$ cat src/rtl/weight_pkg.sv
// Shared types and helpers for the weight memory loader.
// The TRANSPOSE_EN build option uses transpose_addr() to remap row-major streams.
package weight_pkg;

    localparam int unsigned WEIGHT_W = 5;
    localparam int unsigned SIZE     = 8;

    typedef enum logic [1:0] {
        LOAD    = 2'd0,
        FULL    = 2'd1,
        PRELOAD = 2'd2,
        DRAIN   = 2'd3
    } state_e;

    // Swaps the low half_w bits of addr with the bits above them.
    function automatic logic [15:0] transpose_addr(input logic [15:0] addr,
                                                   input int unsigned half_w);
        logic [15:0] low_mask;
        low_mask = 16'((32'd1 << half_w) - 32'd1);
        return ((addr & low_mask) << half_w) | (addr >> half_w);
    endfunction

endpackage

$ cat src/rtl/weight_loader_if.sv
// Stream, memory-port and status signals of the weight loader.
// slave is the loader's view; master is the host/memory side.
interface weight_loader_if #(
    parameter int unsigned SIZE = 8
);
    import weight_pkg::*;

    localparam int unsigned WRITE_ADDR_WIDTH = $clog2(SIZE * SIZE);
    localparam int unsigned READ_ADDR_WIDTH  = $clog2(SIZE);

    logic                        In_Valid;
    logic [WEIGHT_W-1:0]         In_Data;
    logic                        In_Ready;
    logic                        Preload_Start;
    logic [WRITE_ADDR_WIDTH-1:0] Wr_Addr;
    logic [WEIGHT_W-1:0]         Weight_Data;
    logic                        Wr_en;
    logic                        Rd_en;
    logic [READ_ADDR_WIDTH-1:0]  Rd_Addr;
    logic                        Col_Valid;
    logic                        Loaded;
    logic                        Busy;

    modport slave (
        input  In_Valid,
        input  In_Data,
        input  Preload_Start,
        output In_Ready,
        output Wr_Addr,
        output Weight_Data,
        output Wr_en,
        output Rd_en,
        output Rd_Addr,
        output Col_Valid,
        output Loaded,
        output Busy
    );

    modport master (
        output In_Valid,
        output In_Data,
        output Preload_Start,
        input  In_Ready,
        input  Wr_Addr,
        input  Weight_Data,
        input  Wr_en,
        input  Rd_en,
        input  Rd_Addr,
        input  Col_Valid,
        input  Loaded,
        input  Busy
    );

endinterface

$ cat src/rtl/weight_rd_seq.sv
// Column read sequencer: SIZE read cycles from column SIZE-1 down to 0,
// with Col_Valid trailing Rd_en by one cycle for the registered memory read.
module weight_rd_seq #(
    parameter int unsigned SIZE   = 8,
    parameter int unsigned ADDR_W = $clog2(SIZE)
) (
    input  logic              clk,
    input  logic              rst_n,
    input  logic              start,
    output logic              rd_en,
    output logic [ADDR_W-1:0] rd_addr,
    output logic              col_valid,
    output logic              last
);

    logic              active_q, active_d;
    logic [ADDR_W-1:0] cnt_q, cnt_d;
    logic              cv_q, cv_d;

    always_comb begin
        active_d = active_q;
        cnt_d    = cnt_q;
        cv_d     = active_q;
        if (start && !active_q) begin
            active_d = 1'b1;
            cnt_d    = ADDR_W'(SIZE - 1);
        end else if (active_q) begin
            if (cnt_q == '0) begin
                active_d = 1'b0;
            end else begin
                cnt_d = cnt_q - 1'b1;
            end
        end
    end

    always_ff @(posedge clk or negedge rst_n) begin
        if (!rst_n) begin
            active_q <= 1'b0;
            cnt_q    <= '0;
            cv_q     <= 1'b0;
        end else begin
            active_q <= active_d;
            cnt_q    <= cnt_d;
            cv_q     <= cv_d;
        end
    end

    assign rd_en     = active_q;
    assign rd_addr   = cnt_q;
    assign col_valid = cv_q;
    assign last      = active_q && (cnt_q == '0);

endmodule

$ cat src/rtl/weight_loader.sv
// Weight memory write controller and preload sequencer for a SIZE x SIZE array.
// Define TRANSPOSE_EN to accept a row-major stream (write address halves swapped).
module weight_loader #(
    parameter int unsigned SIZE = weight_pkg::SIZE
) (
    input  logic           clk,
    input  logic           rst_n,
    weight_loader_if.slave bus
);
    import weight_pkg::*;

    localparam int unsigned MEM_SIZE         = SIZE * SIZE;
    localparam int unsigned WRITE_ADDR_WIDTH = $clog2(MEM_SIZE);
    localparam int unsigned READ_ADDR_WIDTH  = $clog2(SIZE);

    state_e                      state_q, state_d;
    logic [WRITE_ADDR_WIDTH-1:0] wcnt_q, wcnt_d;
    logic [WRITE_ADDR_WIDTH-1:0] wr_addr_q, wr_addr_d, map_addr;
    logic [WEIGHT_W-1:0]         wr_data_q, wr_data_d;
    logic                        wr_en_q, wr_en_d;
    logic                        ready_q, ready_d;
    logic                        loaded_q, loaded_d;
    logic                        handshake;
    logic                        start_sweep;
    logic                        rd_en;
    logic [READ_ADDR_WIDTH-1:0]  rd_addr;
    logic                        col_valid;
    logic                        rd_last;

    assign handshake = bus.In_Valid && ready_q;

`ifdef TRANSPOSE_EN
    assign map_addr = WRITE_ADDR_WIDTH'(transpose_addr(16'(wcnt_q), READ_ADDR_WIDTH));
`else
    assign map_addr = wcnt_q;
`endif

    always_comb begin
        state_d     = state_q;
        wcnt_d      = wcnt_q;
        wr_en_d     = 1'b0;
        wr_addr_d   = wr_addr_q;
        wr_data_d   = wr_data_q;
        loaded_d    = loaded_q;
        start_sweep = 1'b0;
        unique case (state_q)
            LOAD: begin
                if (handshake) begin
                    wr_en_d   = 1'b1;
                    wr_addr_d = map_addr;
                    wr_data_d = bus.In_Data;
                    // Counter parks at the last address; FULL blocks any further write.
                    if (wcnt_q == WRITE_ADDR_WIDTH'(MEM_SIZE - 1)) begin
                        state_d  = FULL;
                        loaded_d = 1'b1;
                    end else begin
                        wcnt_d = wcnt_q + 1'b1;
                    end
                end
            end
            FULL: begin
                if (bus.Preload_Start) begin
                    start_sweep = 1'b1;
                    state_d     = PRELOAD;
                end
            end
            PRELOAD: begin
                if (rd_last) begin
                    state_d = DRAIN;
                end
            end
            DRAIN: begin
                state_d = FULL;
            end
            default: begin
                state_d = LOAD;
            end
        endcase
        // Registered so In_Ready is low while reset is held.
        ready_d = (state_d == LOAD);
    end

    always_ff @(posedge clk or negedge rst_n) begin
        if (!rst_n) begin
            state_q   <= LOAD;
            wcnt_q    <= '0;
            wr_addr_q <= '0;
            wr_data_q <= '0;
            wr_en_q   <= 1'b0;
            ready_q   <= 1'b0;
            loaded_q  <= 1'b0;
        end else begin
            state_q   <= state_d;
            wcnt_q    <= wcnt_d;
            wr_addr_q <= wr_addr_d;
            wr_data_q <= wr_data_d;
            wr_en_q   <= wr_en_d;
            ready_q   <= ready_d;
            loaded_q  <= loaded_d;
        end
    end

    weight_rd_seq #(
        .SIZE   (SIZE),
        .ADDR_W (READ_ADDR_WIDTH)
    ) u_rd_seq (
        .clk       (clk),
        .rst_n     (rst_n),
        .start     (start_sweep),
        .rd_en     (rd_en),
        .rd_addr   (rd_addr),
        .col_valid (col_valid),
        .last      (rd_last)
    );

    assign bus.In_Ready    = ready_q;
    assign bus.Wr_en       = wr_en_q;
    assign bus.Wr_Addr     = wr_addr_q;
    assign bus.Weight_Data = wr_data_q;
    assign bus.Rd_en       = rd_en;
    assign bus.Rd_Addr     = rd_addr;
    assign bus.Col_Valid   = col_valid;
    assign bus.Loaded      = loaded_q;
    assign bus.Busy        = (state_q == PRELOAD) || (state_q == DRAIN) ||
                             ((state_q == LOAD) && (wcnt_q != '0));

    // The memory gives writes priority, so a read must never coincide with one.
    a_no_rd_wr_overlap : assert property (@(posedge clk) disable iff (!rst_n)
                                          !(rd_en && wr_en_q));

endmodule

$ cat src/flat_wrapper.sv
// flat-port wrapper written by rule: the top's interface ports become plain ports
module weight_loader_flat import weight_pkg::*;
#(
    parameter int unsigned SIZE = weight_pkg::SIZE
)
  (clk, rst_n, bus_In_Valid, bus_In_Data, bus_Preload_Start, bus_In_Ready, bus_Wr_Addr, bus_Weight_Data, bus_Wr_en, bus_Rd_en, bus_Rd_Addr, bus_Col_Valid, bus_Loaded, bus_Busy);
  weight_loader_if #(.SIZE(SIZE)) bus_i ();
  input  logic clk;
  input  logic rst_n;
  input wire logic [$bits(bus_i.In_Valid)-1:0] bus_In_Valid;
  input wire logic [$bits(bus_i.In_Data)-1:0] bus_In_Data;
  input wire logic [$bits(bus_i.Preload_Start)-1:0] bus_Preload_Start;
  output wire logic [$bits(bus_i.In_Ready)-1:0] bus_In_Ready;
  output wire logic [$bits(bus_i.Wr_Addr)-1:0] bus_Wr_Addr;
  output wire logic [$bits(bus_i.Weight_Data)-1:0] bus_Weight_Data;
  output wire logic [$bits(bus_i.Wr_en)-1:0] bus_Wr_en;
  output wire logic [$bits(bus_i.Rd_en)-1:0] bus_Rd_en;
  output wire logic [$bits(bus_i.Rd_Addr)-1:0] bus_Rd_Addr;
  output wire logic [$bits(bus_i.Col_Valid)-1:0] bus_Col_Valid;
  output wire logic [$bits(bus_i.Loaded)-1:0] bus_Loaded;
  output wire logic [$bits(bus_i.Busy)-1:0] bus_Busy;
  assign bus_i.In_Valid = bus_In_Valid;
  assign bus_i.In_Data = bus_In_Data;
  assign bus_i.Preload_Start = bus_Preload_Start;
  assign bus_In_Ready = bus_i.In_Ready;
  assign bus_Wr_Addr = bus_i.Wr_Addr;
  assign bus_Weight_Data = bus_i.Weight_Data;
  assign bus_Wr_en = bus_i.Wr_en;
  assign bus_Rd_en = bus_i.Rd_en;
  assign bus_Rd_Addr = bus_i.Rd_Addr;
  assign bus_Col_Valid = bus_i.Col_Valid;
  assign bus_Loaded = bus_i.Loaded;
  assign bus_Busy = bus_i.Busy;
  weight_loader #(.SIZE(SIZE)) u_core (.clk(clk), .rst_n(rst_n), .bus(bus_i));
endmodule
$ cat config.mk
export PLATFORM = sky130hd
export DESIGN_NAME = weight_loader_flat
export DESIGN_NICKNAME = d
export VERILOG_FILES = /design/src/rtl/weight_pkg.sv /design/src/rtl/weight_loader_if.sv /design/src/rtl/weight_rd_seq.sv /design/src/rtl/weight_loader.sv /design/src/flat_wrapper.sv
export SDC_FILE = /design/constraint.sdc
export NUM_CORES = 1
export LEC_CHECK = 0
export ABC_AREA = 1
export CAP_MARGIN = 5
export CORE_MARGIN = 5
export CORE_UTILIZATION = 40
export CTS_BUF_LIST = sky130_fd_sc_hd__clkbuf_4
export CTS_CLUSTER_DIAMETER = 50
export DETAILED_ROUTE_END_ITERATION = 8
export DONT_BUFFER_PORTS = 1
export GPL_ROUTABILITY_DRIVEN = 0
export GPL_TIMING_DRIVEN = 0
export PLACE_DENSITY = 0.51
export SLEW_MARGIN = 20
export SYNTH_ARGS = -nofsm -noshare
export SYNTH_HDL_FRONTEND = slang
export SYNTH_SLANG_ARGS = --single-unit
$ cat constraint.sdc
create_clock -name clk -period 1.5 [get_ports clk]
set_clock_uncertainty 0.2 [all_clocks]
set_input_delay 0.375 -clock clk [delete_from_list [all_inputs] [get_ports clk]]
set_output_delay 0.375 -clock clk [all_outputs]
set_load 0.02 [all_outputs]
==> flow_metrics.env, run 1 <==
export IMPL_globalRouteTotalUtil_pct=12.9
export IMPL_synth_most_common_cell="sky130_fd_sc_hd__nand2_1"
export IMPL_initial_core_util_pct=42.1
export IMPL_worstPathCellList="inv_2, ha_4, nand4_1, o21ai_2, nand2_2"
export IMPL_power_density_mw_per_mm2=1870
export IMPL_detailroute_via_count=940
export IMPL_cp_slowest_stage_delay_ps=420
export IMPL_synth_top_area_cell="sky130_fd_sc_hd__dfrtp_1"
export IMPL_tritoncts="built"
export IMPL_clk_pin_slew_worst_paths_ps=150
export IMPL_crit_buf_inv=1
export IMPL_dieHeight_um=66.9
export IMPL_critical_path_max_fanout=2
export IMPL_full_die_area_mm2=0.00448
export IMPL_numCtsBuffers=3
export IMPL_highest_layer="met4"
export IMPL_worstMarginPinSlew_ps=291
export IMPL_placement_setup_worst_slack_ps=-107
export IMPL_number_of_distinct_library_cell_variants_in_the_gate_level_netlist_after_synthesis=22
export IMPL_root_buffer="sky130_fd_sc_hd__clkbuf_4"
export IMPL_num_rows=20
export IMPL_flow_area_growth_from_synthesis_pct=22.1
export IMPL_status="finished, violations left"
export IMPL_synth_edf_count=0
export IMPL_violations="negative setup slack"
export IMPL_synth_sequential_area_ratio_pct=52.1
export IMPL_final_max_slew_violation_count=0
export IMPL_initial_antenna_violation_count=0
export IMPL_synth_top_cells_by_area="sky130_fd_sc_hd__dfrtp_1, sky130_fd_sc_hd__nand2_1, sky130_fd_sc_hd__o21ai_2"
export IMPL_die_w_um=66.9
export IMPL_worst_endpoint_arrival_ps=1300
export IMPL_nFillCells=296
export IMPL_total_leakage_power_nw=0.729
export IMPL_placeable_core_region_mm2=0.00308
export IMPL_final_setup_worst_slack_ps=-372
export IMPL_via_count_of_the_first_global_routing_pass=991
export IMPL_timing_final_hold_violations=0
export IMPL_dr_pass1_iters=4
export IMPL_finalWirelength_mm=2.60
export IMPL_clkSinkCount=27
export IMPL_pin_count=29
export IMPL_period_share_pct=125
export IMPL_io_buffers=0
export IMPL_post_synth_instance_area_mm2=0.00130
export IMPL_yosysWarnings=0
export IMPL_wl_per_cell_um=13.1
export IMPL_final_period_minus_worst_setup_slack_ps=1870
export IMPL_net_count_after_synthesis=150
export IMPL_setup_repair_after_global_routing_missed_its_margin="true"
export IMPL_drt_antenna_violating_nets=0
export IMPL_drt_iter0_drc=27
export IMPL_placed_wire_length_estimate_mm=1.77
export IMPL_dr_wl_met2_mm=1.32
export IMPL_clock_insertion_delay_worst_skew_ps=320
export IMPL_startpoint_type="register"
export IMPL_antenna_cells_inserted=0
export IMPL_syn_instance_count=137
export IMPL_timing_worst_setup_path_type="register to primary output"
export IMPL_slew_hr_pct=80.6
export IMPL_synth_area_per_cell_um2=9.46
export IMPL_setup_violations=1
export IMPL_worst_path_dominant_cell_family="flip-flops"
export IMPL_max_freq_mhz=534
export IMPL_vdd_ir_drop_worst_v=0.000727
export IMPL_post_route_drc_count=0
export IMPL_grt_max_degree=28
export IMPL_grt_first_pass_wirelength_mm=4.48
export IMPL_htreeDepth=1
export IMPL_placed_cell_area_mm2=0.00135
export IMPL_met3RoutedLength_um=180
export IMPL_timing_critical_path_slowest_stage_cell="sky130_fd_sc_hd__dfrtp_1"
export IMPL_layout_nets=168
export IMPL_synth_top_cells_by_count="sky130_fd_sc_hd__nand2_1, sky130_fd_sc_hd__dfrtp_1, sky130_fd_sc_hd__inv_1"
export IMPL_critical_path_endpoint_type="primary output"
export IMPL_synth_ff_latch_count=27
export IMPL_post_route_cell_area_mm2=0.00158
export IMPL_timing_critical_path_required_ps=920
export IMPL_fraction_of_final_layout_cells_sized_beyond_drive_strength_1_pct=34.4
export IMPL_grt_remaining_overflow=0
export IMPL_maxCapViolCount=0
export IMPL_async_reset_ff_share_pct=100
export IMPL_flip_flop_cell_with_the_highest_count_after_synthesis="sky130_fd_sc_hd__dfrtp_1"
export IMPL_clockBufferDepth=2
export IMPL_synth_top_area_share_pct=52.1
export IMPL_via_per_inst=4.75
export IMPL_timing_hold_worst_class="primary input to register"
export IMPL_metal_1_wl_mm=1.08
through the flow:
stage | std cells | util (%) | hold slack [ps] | power [mW] | setup TNS [ps]
after CTS | 197 | 49.5 | 37.1 | 2.85 | -443
after global placement | 181 | 44.0 | -120 | 2.31 | -215
after detailed placement | 181 | 44.0 | -120 | 2.33 | -246
after floorplan | 137 | - | -121 | 2.15 | -1.53
after global routing | 198 | 51.4 | 33.6 | 3.22 | -699
final | 198 | 51.4 | 55.9 | 2.96 | -372
cell type report:
| cell class | instances | area, µm² | area share, % |
|---|---|---|---|
| buffer | 1 | 11.3 | 0.711 |
| timing repair buffer | 13 | 125 | 7.91 |
| tap | 44 | 55.1 | 3.48 |
| sequential | 27 | 681 | 43.0 |
| inverter | 15 | 61.3 | 3.87 |
| clock buffer | 4 | 30.0 | 1.90 |
| multi-input combinational | 94 | 619 | 39.1 |
state kept, by name, indices dropped and copies added, names as in the netlist:
register	cells
u_core.bus.Wr_Addr	6
u_core.map_addr	6
u_core.bus.Weight_Data	5
u_core.bus.Wr_en	1
u_core.bus.Loaded	1
u_core.bus.In_Ready	1
u_core.state_q	2
u_core.u_rd_seq.rd_en	1
u_core.u_rd_seq.col_valid	1
u_core.u_rd_seq.rd_addr	3
logic make-up after synthesis:
group | share of synthesized area [%]
XOR/XNOR | 2.70
AO/OA/AOI/OAI | 8.40
adder cells (fa/ha/maj) | 3.86
AND/OR/NAND/NOR | 27.7
buffers and inverters | 5.21
flip-flops | 52.1
what timing repair did:
action                                  in CTS  in global routing
endpoints found under the setup margin       8                 14
setup buffers                                5                  1
hold endpoints to repair                    32                  0
pin swaps                                    3                  5
resized for setup                            9                 16
hold buffers                                 7                  0
cell usage in the layout, fill, tap and decap left out, types with 5 or more instances in the layout:
master / count
sky130_fd_sc_hd__buf_4: 6
sky130_fd_sc_hd__o21ai_2: 8
sky130_fd_sc_hd__nand2_1: 43
sky130_fd_sc_hd__dfrtp_1: 23
sky130_fd_sc_hd__inv_2: 5
sky130_fd_sc_hd__inv_1: 8
sky130_fd_sc_hd__nand2_2: 6
sky130_fd_sc_hd__dlygate4sd3_1: 6
power by group:
| group | switching, mW | leakage, nW | internal (mW) |
|---|---|---|---|
| logic | 0.674 | 0.370 | 0.505 |
| clock network | 0.209 | 0.0184 | 0.122 |
| registers | 0.467 | 0.340 | 0.987 |
| total | 1.35 | 0.729 | 1.61 |
final timing paths:
kind | end | start | slack [ps] | depth (start not counted)
worst min register to register | u_core.map_addr[5] | u_core.map_addr[5] | 320 | 2
max in group asynchronous | u_core.u_rd_seq.rd_addr[0] | rst_n | 660 | 2
worst max-delay path | bus_Busy | u_core.map_addr[1] | -370 | 5
worst min-delay path | u_core.state_q[1] | bus_Preload_Start | 60 | 2
min in group asynchronous | u_core.bus.Wr_Addr[4] | rst_n | 260 | 2
worst max register to register | u_core.map_addr[2] | u_core.map_addr[0] | 40 | 8
per-layer routing:
| metal | vias up | GRT usage, % |
|---|---|---|
| li1 | 469 | - |
| met1 | 449 | 15.5 |
| met2 | 20 | 22.6 |
| met3 | 2 | 3.04 |
| met4 | 0 | 3.80 |
| met5 | - | 0 |
Note: power is estimated with default switching activity, not from simulation.
==> run 2, diff against run 1 <==
--- a/config.mk
+++ b/config.mk
@@ -7,6 +7,8 @@
 export LEC_CHECK = 0
 export ABC_AREA = 1
 export CAP_MARGIN = 5
+export CELL_PAD_IN_SITES_DETAIL_PLACEMENT = 0
+export CELL_PAD_IN_SITES_GLOBAL_PLACEMENT = 1
 export CORE_MARGIN = 5
 export CORE_UTILIZATION = 40
 export CTS_BUF_LIST = sky130_fd_sc_hd__clkbuf_4
@@ -15,7 +17,7 @@
 export DONT_BUFFER_PORTS = 1
 export GPL_ROUTABILITY_DRIVEN = 0
 export GPL_TIMING_DRIVEN = 0
-export PLACE_DENSITY = 0.51
+export PLACE_DENSITY = 0.65
 export SLEW_MARGIN = 20
 export SYNTH_ARGS = -nofsm -noshare
 export SYNTH_HDL_FRONTEND = slang
==> run 2 against run 1 <==
  * The run still ends with negative setup slack left
  * Non-clock buffer count is 4 higher
  * Cell count grew 2.0%
  * Global-route usage grew 0.40 points
  * Sequential power hardly changed
  * Register-to-register slack barely moved
  * Fmax decreased by 1.3%
==> flow_metrics.env, run 2 (synthesized netlist as in run 1, its figures left out) <==
export IMPL_post_route_drc_count=0
export IMPL_crit_buf_inv=1
export IMPL_timing_critical_path_required_ps=920
export IMPL_p_int_mw=1.67
export IMPL_startpoint_type="register"
export IMPL_timing_critical_path_slowest_stage_cell="sky130_fd_sc_hd__dfrtp_1"
export IMPL_drt_antenna_violating_nets=0
export IMPL_vdd_ir_drop_worst_v=0.000794
export IMPL_net_switching_mw=1.40
export IMPL_via_per_inst=4.64
export IMPL_total_leakage_power_nw=0.751
export IMPL_clk_pin_slew_worst_paths_ps=140
export IMPL_initial_core_util_pct=42.1
export IMPL_timing_final_hold_violations=0
export IMPL_final_max_slew_violation_count=0
export IMPL_layout_commonest_cell="sky130_fd_sc_hd__nand2_1"
export IMPL_comb_power_share_pct=42.5
export IMPL_critical_path_max_fanout=2
export IMPL_clkPwrFrac_pct=10.1
export IMPL_worst_path_dominant_cell_family="flip-flops"
export IMPL_clockBufferDepth=2
export IMPL_dieHeight_um=66.9
export IMPL_placement_setup_worst_slack_ps=-102
export IMPL_status="finished, violations left"
export IMPL_period_share_pct=126
export IMPL_numCtsBuffers=3
export IMPL_htreeDepth=1
export IMPL_placed_wire_length_estimate_mm=1.83
export IMPL_grt_max_degree=28
export IMPL_grt_first_pass_wirelength_mm=4.55
export IMPL_tritoncts="built"
export IMPL_most_used_cells_in_the_layout_excluding_fill_and_tap_cells="sky130_fd_sc_hd__nand2_1, sky130_fd_sc_hd__dfrtp_1, sky130_fd_sc_hd__nand2_2, sky130_fd_sc_hd__inv_1, sky130_fd_sc_hd__o21ai_2"
export IMPL_grt_remaining_overflow=0
export IMPL_power_switching_share_pct=45.5
export IMPL_placeable_core_region_mm2=0.00308
export IMPL_max_freq_mhz=527
export IMPL_maxCapViolCount=0
export IMPL_slew_hr_pct=83.8
export IMPL_worstMarginPinSlew_ps=243
export IMPL_holdPathStages=2
export IMPL_root_buffer="sky130_fd_sc_hd__clkbuf_4"
export IMPL_clkSinkCount=27
export IMPL_power_density_mw_per_mm2=1870
export IMPL_full_die_area_mm2=0.00448
export IMPL_final_period_minus_worst_setup_slack_ps=1900
export IMPL_dr_pass1_iters=3
export IMPL_io_buffers=0
export IMPL_violations="negative setup slack"
export IMPL_die_w_um=66.9
export IMPL_flow_area_growth_from_synthesis_pct=27.0
export IMPL_wl_per_cell_um=13.4
export IMPL_worst_endpoint_arrival_ps=1320
export IMPL_timing_hold_worst_class="primary input to register"
export IMPL_cp_slowest_stage_delay_ps=420
export IMPL_via_count_of_the_first_global_routing_pass=947
export IMPL_drt_iter0_drc=28
export IMPL_detailroute_via_count=938
export IMPL_clock_insertion_delay_worst_skew_ps=320
export IMPL_timing_worst_setup_path_type="register to primary output"
export IMPL_total_power_mw=3.07
export IMPL_initial_antenna_violation_count=0
export IMPL_finalWirelength_mm=2.70
export IMPL_power_share_sequential_pct=47.5
export IMPL_pin_count=29
export IMPL_critical_path_endpoint_type="primary output"
export IMPL_num_rows=20
export IMPL_crit_cells=5
export IMPL_antenna_cells_inserted=0
export IMPL_setup_repair_after_global_routing_missed_its_margin="true"
export IMPL_fraction_of_final_layout_cells_sized_beyond_drive_strength_1_pct=39.9
export IMPL_layout_nets=172
export IMPL_setup_violations=1
export IMPL_final_setup_worst_slack_ps=-396
export IMPL_worstPathCellList="inv_2, ha_4, nand4_1, o21ai_2, nand2_2"
export IMPL_reg2reg_depth=8
export IMPL_globalRouteTotalUtil_pct=13.3
[run 2: changes by cell type in the layout (fill, tap and decap cells not counted), sizes merged]
| cell | change |
|---|---|
| buf | +4 |
| clkbuf | -1 |
| clkinv | +1 |
[run 2: path summary, 6_finish.rpt]
path                                            startpoint                         end  slack (ps)
worst min register to register          u_core.map_addr[5]          u_core.map_addr[5]         330
worst min-delay path                     bus_Preload_Start           u_core.state_q[1]          30
min in group asynchronous                            rst_n       u_core.bus.Wr_Addr[3]         270
worst max register to register  u_core.u_rd_seq.rd_addr[0]  u_core.u_rd_seq.rd_addr[1]          50
worst max-delay path                    u_core.map_addr[0]                    bus_Busy        -400
max in group asynchronous                            rst_n  u_core.u_rd_seq.rd_addr[1]         660
[run 2: layout make-up]
type / instances / area (µm²)
Multi-Input combinational cell: 94 / 647
Inverter: 15 / 58.8
Clock buffer: 3 / 22.5
Clock inverter: 1 / 5.00
Fill cell: 293 / 1430
Tap cell: 44 / 55.1
Buffer: 1 / 11.3
Timing Repair Buffer: 17 / 163
Sequential cell: 27 / 684
[run 2: timing repair]
action	4_1_cts	5_1_grt
endpoints found under the hold margin	32	0
setup endpoints to repair	10	14
pin swaps	5	10
hold buffers	7	0
resized for setup	10	23
setup buffers	6	5
[run 2: per-stage QoR]
| step | std cells | setup TNS (ps) | hold slack (ps) | utilization [%] | instance area (µm²) |
|---|---|---|---|---|---|
| 3_3_place_gp | 181 | -221 | -120 | 44.0 | 1350 |
| 3_5_place_dp | 181 | -205 | -120 | 44.0 | 1350 |
| 4_1_cts | 198 | -431 | 25.5 | 49.8 | 1530 |
| 2_1_floorplan | 137 | -1.53 | -121 | - | 1300 |
| 5_1_grt | 202 | -556 | 24.8 | 53.5 | 1650 |
| 6_report | 202 | -396 | 34.6 | 53.5 | 1650 |
[run 2: power groups by stage]
| stage | registers [mW] | logic (mW) | clock network [mW] |
|---|---|---|---|
| floorplan | 1.41 | 0.739 | 0 |
| detailed placement | 1.48 | 0.870 | 0 |
| global route | 1.50 | 1.46 | 0.366 |
| finish | 1.46 | 1.30 | 0.310 |
| global placement | 1.47 | 0.849 | 0 |
| CTS | 1.45 | 1.07 | 0.335 |
[run 2: routing by layer]
layer / vias to the layer above / wire length, µm / share of wire, % / global-route usage (%)
li1: 473 / - / - / -
met1: 441 / 1130 / 42 / 16.6
met2: 20 / 1350 / 50 / 22.6
met3: 4 / 193 / 7.2 / 3.71
met4: 0 / 24 / 0.89 / 3.04
met5: - / 0 / 0 / 0
